File: src/rtl/regbank_mp.sv
`default_nettype none
// ============================================================================
// Module   : regbank_mp
// Purpose  : Multi-ported register bank with NUMRD read ports, NUMWR write
//            ports, write-to-read bypass, hard-wired zero register, a
//            pending-write scoreboard and write-port conflict reporting.
// Revision : 1.0 - initial release
// ============================================================================
module regbank_mp #(
  parameter int NUMREGS   = 32,
  parameter int DATAWIDTH = 32,
  parameter int NUMRD     = 2,
  parameter int NUMWR     = 2,
  localparam int AW       = $clog2(NUMREGS)
) (
  input  logic                       clk_i,
  input  logic                       rst_i,
  input  logic [NUMRD-1:0]           re_i,
  input  logic [NUMRD*AW-1:0]        raddr_i,
  output logic [NUMRD*DATAWIDTH-1:0] rdata_o,
  output logic [NUMRD-1:0]           rbusy_o,
  input  logic [NUMWR-1:0]           we_i,
  input  logic [NUMWR*AW-1:0]        waddr_i,
  input  logic [NUMWR*DATAWIDTH-1:0] wdata_i,
  input  logic                       mark_i,
  input  logic [AW-1:0]              mark_addr_i,
  output logic                       wr_conflict_o,
  output logic [15:0]                conflict_cnt_o
);

  localparam logic [15:0] C_CNT_MAX = 16'hFFFF;

  logic [DATAWIDTH-1:0] r_bank [NUMREGS];
  logic [NUMREGS-1:0]   r_busy;
  logic                 r_conflict;
  logic [15:0]          r_conflict_cnt;

  logic [NUMREGS-1:0]   w_wr_hit;
  logic                 w_conflict;

  // One bit per register: some enabled write port targets it this cycle
  always_comb begin
    w_wr_hit = '0;
    for (int w = 0; w < NUMWR; w++) begin
      if (we_i[w] && (waddr_i[w*AW +: AW] != '0)) begin
        w_wr_hit[waddr_i[w*AW +: AW]] = 1'b1;
      end
    end
  end

  // Any two enabled write ports aiming at the same nonzero register
  always_comb begin
    w_conflict = 1'b0;
    for (int i = 0; i < NUMWR; i++) begin
      for (int j = i + 1; j < NUMWR; j++) begin
        if (we_i[i] && we_i[j] &&
            (waddr_i[i*AW +: AW] == waddr_i[j*AW +: AW]) &&
            (waddr_i[i*AW +: AW] != '0)) begin
          w_conflict = 1'b1;
        end
      end
    end
  end

  // Bank update: ascending port order makes the highest-index writer win
  always_ff @(posedge clk_i or posedge rst_i) begin
    if (rst_i) begin
      for (int r = 0; r < NUMREGS; r++) begin
        r_bank[r] <= '0;
      end
    end else begin
      for (int w = 0; w < NUMWR; w++) begin
        if (we_i[w] && (waddr_i[w*AW +: AW] != '0)) begin
          r_bank[waddr_i[w*AW +: AW]] <= wdata_i[w*DATAWIDTH +: DATAWIDTH];
        end
      end
    end
  end

  // Scoreboard: writes clear, a same-cycle mark overrides the clear
  always_ff @(posedge clk_i or posedge rst_i) begin
    if (rst_i) begin
      r_busy <= '0;
    end else begin
      r_busy <= r_busy & ~w_wr_hit;
      if (mark_i && (mark_addr_i != '0)) begin
        r_busy[mark_addr_i] <= 1'b1;
      end
    end
  end

  // Conflict pulse and saturating conflict counter
  always_ff @(posedge clk_i or posedge rst_i) begin
    if (rst_i) begin
      r_conflict     <= 1'b0;
      r_conflict_cnt <= '0;
    end else begin
      r_conflict <= w_conflict;
      if (w_conflict && (r_conflict_cnt != C_CNT_MAX)) begin
        r_conflict_cnt <= r_conflict_cnt + 16'd1;
      end
    end
  end

  assign wr_conflict_o  = r_conflict;
  assign conflict_cnt_o = r_conflict_cnt;

  for (genvar k = 0; k < NUMRD; k++) begin : g_rd
    logic [AW-1:0]        w_addr;
    logic                 w_hit;
    logic [DATAWIDTH-1:0] w_data;

    assign w_addr = raddr_i[k*AW +: AW];

    // Bank lookup overridden by the highest-index matching live write
    always_comb begin
      w_hit  = 1'b0;
      w_data = r_bank[w_addr];
      for (int w = 0; w < NUMWR; w++) begin
        if (we_i[w] && (waddr_i[w*AW +: AW] == w_addr)) begin
          w_hit  = 1'b1;
          w_data = wdata_i[w*DATAWIDTH +: DATAWIDTH];
        end
      end
    end

    assign rdata_o[k*DATAWIDTH +: DATAWIDTH] =
      (re_i[k] && (w_addr != '0)) ? w_data : '0;
    assign rbusy_o[k] = re_i[k] && (w_addr != '0) && r_busy[w_addr] && !w_hit;
  end

endmodule
`default_nettype wire
File: config.mk
export PLATFORM = sky130hd
export DESIGN_NAME = regbank_mp
export DESIGN_NICKNAME = d
export VERILOG_FILES = /design/src/rtl/regbank_mp.sv
export SDC_FILE = /design/constraint.sdc
export NUM_CORES = 2
export LEC_CHECK = 0
export ABC_CLOCK_PERIOD_IN_PS = 84900
export BUFFER_PORTS_ARGS = -buffer_cell sky130_fd_sc_hd__buf_2
export CAP_MARGIN = 15
export CORE_AREA = 3 3 426 428
export DETAILED_ROUTE_END_ITERATION = 16
export DIE_AREA = 0 0 429 431
export GPL_TIMING_DRIVEN = 0
export MAX_ROUTING_LAYER = met4
export PLACE_DENSITY_LB_ADDON = 0.15
export SETUP_SLACK_MARGIN = 0.15
export SLEW_MARGIN = 20
export SYNTH_ARGS = -nofsm -noshare
export SYNTH_HDL_FRONTEND = slang
export SYNTH_SLANG_ARGS = --single-unit
File: constraint.sdc
create_clock -name clk_i -period 84.9 [get_ports clk_i]
set_input_delay 4.245 -clock clk_i [delete_from_list [all_inputs] [get_ports clk_i]]
set_output_delay 4.245 -clock clk_i [all_outputs]
set_load 0.005 [all_outputs]
==> impl_metrics.py <==
metrics = {
    "power_and_ir_drop": {
        "peakVddDrop_v": 0.0000198,
        "power_leakage_uw": 0.0324,
        "power_density_nw_per_um2": 24.7,
    },
    "clock_network": {
        "ctsLongestPathBuffers": 3,
        "clockRootBuffer": "clkbuf_16",
        "cts_sinks": 1073,
        "clk_pin_slew_ps": 50,
        "clk_latency_ps": 830,
        "cts-htree-levels": 4,
        "cts_tree": "built",
        "cts_buffers": 140,
        "cts_setup_buffers": 0,
        "cts_hold_buffers": 0,
        "ctsResizeCount": 0,
    },
    "grt": {
        "grt_pass1_wl_mm": 596,
        "grt_pass1_vias": 62100,
        "grt_max_degree": 97,
        "antenna_found_initial": 35,
        "track_usage": 0.500,
        "overflow": 0,
    },
    "sta": {
        "slew_viol_final": 0,
        "clock_skew_ps": 3.53,
        "fin_crit_sh": 0.162,
        "hold_violations": 0,
        "fin_crit_ps": 13730,
        "worst_pin_slew_ps": 1380,
        "slew_headroom": 0.0788,
        "setup_viol": 0,
        "holdWs_ps": 479,
        "rsz0062_at_grt": "false",
        "fmax_mhz": 72.8,
        "fin_tns_setup_ps": 0,
    },
    "synth": {
        "async_flop_share": 1.00,
        "synth_seq_cells": 1073,
        "synth.distinct_cells": 64,
        "syn_area_um2": 67500,
        "netlist.top_cell.by_area": "dfrtp_1",
        "seq_area_frac_synth": 0.398,
        "synth_top_flop_cell": "dfrtp_1",
        "syn_nets": 6739,
        "avgSynthCellArea_um2": 10.2,
        "yosysTopAreaCellShare": 0.398,
        "synth_warnings": 0,
        "synth_area_leaders": "dfrtp_1 40%, mux2i_1 15%, mux4_2 14%",
        "netlist_instances": 6642,
        "synth.most_common_cell": "dfrtp_1",
        "synth_edf_count": 0,
        "synthTopCellsByCount": "1073 x dfrtp_1, 1020 x mux2i_1, 693 x nand2_1",
    },
    "route": {
        "vias": 66600,
        "drc": 0,
        "first_iter_violations": 11500,
        "wl_per_cell_um": 48.7,
        "ant_nets": 0,
        "vias_per_cell": 7.04,
        "finalWirelength_mm": 461,
        "dr.pass1.iters": 6,
    },
    "critical_path": {
        "cpMaxStageDelayCell": "nand2_1",
        "crit_end": "rdata_o[50]",
        "crit_top_cell": "buf_2",
        "cp_top_family": "buffers and inverters",
        "crit_path_start": "raddr_i[6]",
        "rrSetupSlack_ps": 82610,
        "crit_path_max_incr_delay_ps": 950,
        "crit_cells": 10,
        "rr_endpoint": "conflict_cnt_o[14]",
        "cp.buffers_inverters": 6,
        "crit_path_max_fanout": 11,
        "r2r-start": "conflict_cnt_o[2]",
        "crit_path_start_kind": "primary input",
        "required_ps": 80650,
        "critPathKind": "in2out",
        "worstPathArrival_ps": 9480,
        "rr_worst_depth": 5,
        "endpoint_kind": "output port",
        "path_cells": "buf_2, buf_2, buf_2, buf_2, nand2_1, clkbuf_2, o221ai_1, a211oi_1, o32ai_1, buf_2",
    },
    "finish": {
        "areaGrowthSynthToFinish_pct": 13.7,
        "drive_gt1_frac": 0.166,
        "nets": 7044,
    },
    "floorplan": {
        "num_rows": 155,
        "start_util": 0.379,
        "dieWidth_um": 429,
        "fp.dieArea_um2": 185000,
        "die_h_um": 431,
        "ios": 179,
        "core-area_um2": 178000,
    },
    "placed_design": {
        "hpwl_mm": 356,
        "gp_congestion": 1.09,
        "io_buffers": 125,
    },
    "min_path": {
        "hp-class": "reg2reg",
    },
    "job": {
        "maxCapViolations": 0,
    },
    "status": {
        "status": "complete, no violations",
    },
}
-- power breakdown --
| part | leakage, uW | switching, uW | internal (uW) |
|---|---|---|---|
| sequential | 0.0132 | 122 | 641 |
| clock | 0.00222 | 267 | 350 |
| combinational | 0.0169 | 291 | 221 |
| total | 0.0324 | 681 | 1210 |
-- logic make-up after synthesis --
group,share of synthesized area
DFF,0.398
xor gates and xnor gates,0.00506
buffers and inverters,0.0568
AOI/OAI and AO/OA,0.158
adders and majority gates,0.000185
and+or+nand+nor,0.0858
muxes,0.297
-- layout by cell type, fill, tap and decap left out, drive strengths merged, types with 8 or more instances in the layout --
cell type | synthesis | layout
a2111oi | 18 | 18
a211o | 22 | 22
a211oi | 50 | 50
a21oi | 549 | 549
a221oi | 15 | 15
a22o | 63 | 63
a22oi | 71 | 71
a311o | 24 | 24
a32o | 13 | 13
a32oi | 112 | 112
a41o | 9 | 9
and2 | 10 | 10
and3 | 23 | 23
buf | 287 | 447
clkbuf | 575 | 787
clkinv | 8 | 33
dfrtp | 1073 | 1073
diode | 0 | 55
inv | 11 | 19
mux2 | 60 | 60
mux2i | 1020 | 1020
mux4 | 405 | 405
nand2 | 693 | 693
nand3 | 11 | 11
nor2 | 569 | 569
nor3 | 40 | 40
nor3b | 9 | 9
o211ai | 8 | 8
o21ai | 593 | 593
o221ai | 79 | 79
o22a | 9 | 9
o22ai | 71 | 71
o32ai | 23 | 23
or2 | 21 | 21
or3 | 9 | 9
xnor2 | 24 | 24
xor2 | 15 | 15
-- worst min-delay path by stage --
stage	from	depth (start not counted)	slack [ps]	end
2_1_floorplan	r_bank[1003]	1	440	r_bank[1003]
3_3_place_gp	r_busy[0]	1	460	r_busy[0]
3_5_place_dp	r_bank[1016]	1	470	r_bank[1016]
4_1_cts	r_bank[1003]	1	480	r_bank[1003]
5_1_grt	r_bank[1016]	1	490	r_bank[1016]
6_report	r_bank[1016]	1	480	r_bank[1016]
-- state kept, by name, summed over array words and instances (netlist names) --
name,count
r_busy,32
r_bank,1024
wr_conflict_o,1
conflict_cnt_o,16
-- layout make-up --
cell class / count / area, um2
Antenna cell: 55 / 138
Buffer: 862 / 3860
Clock buffer: 209 / 4060
Clock inverter: 40 / 465
Fill cell: 17500 / 102000
Inverter: 19 / 78.8
Multi-Input combinational cell: 4688 / 36900
Sequential cell: 1073 / 26900
Tap cell: 2355 / 2950
Timing Repair Buffer: 163 / 1420
-- stage by stage --
step | cells | setup slack [ps] | power [uW] | instance area (um2) | util
2_1_floorplan | 6642 | 50450 | 1040 | 67500 | -
3_3_place_gp | 9122 | 33770 | 1250 | 71000 | 0.399
3_5_place_dp | 9159 | 71500 | 1260 | 72000 | 0.404
4_1_cts | 9408 | 71460 | 1870 | 76500 | 0.429
5_1_grt | 9441 | 71610 | 1930 | 76700 | 0.430
6_report | 9464 | 71170 | 1890 | 76700 | 0.430
-- layer usage --
layer | vias to the layer above | GRT usage | share of wire
met2 | 5587 | 0.690 | 0.41
met5 | - | - | 0
met1 | 34300 | 0.595 | 0.36
li1 | 25200 | - | -
met3 | 1530 | 0.150 | 0.11
met4 | 0 | 0.424 | 0.11
Note: power is estimated with default switching activity, not from simulation.
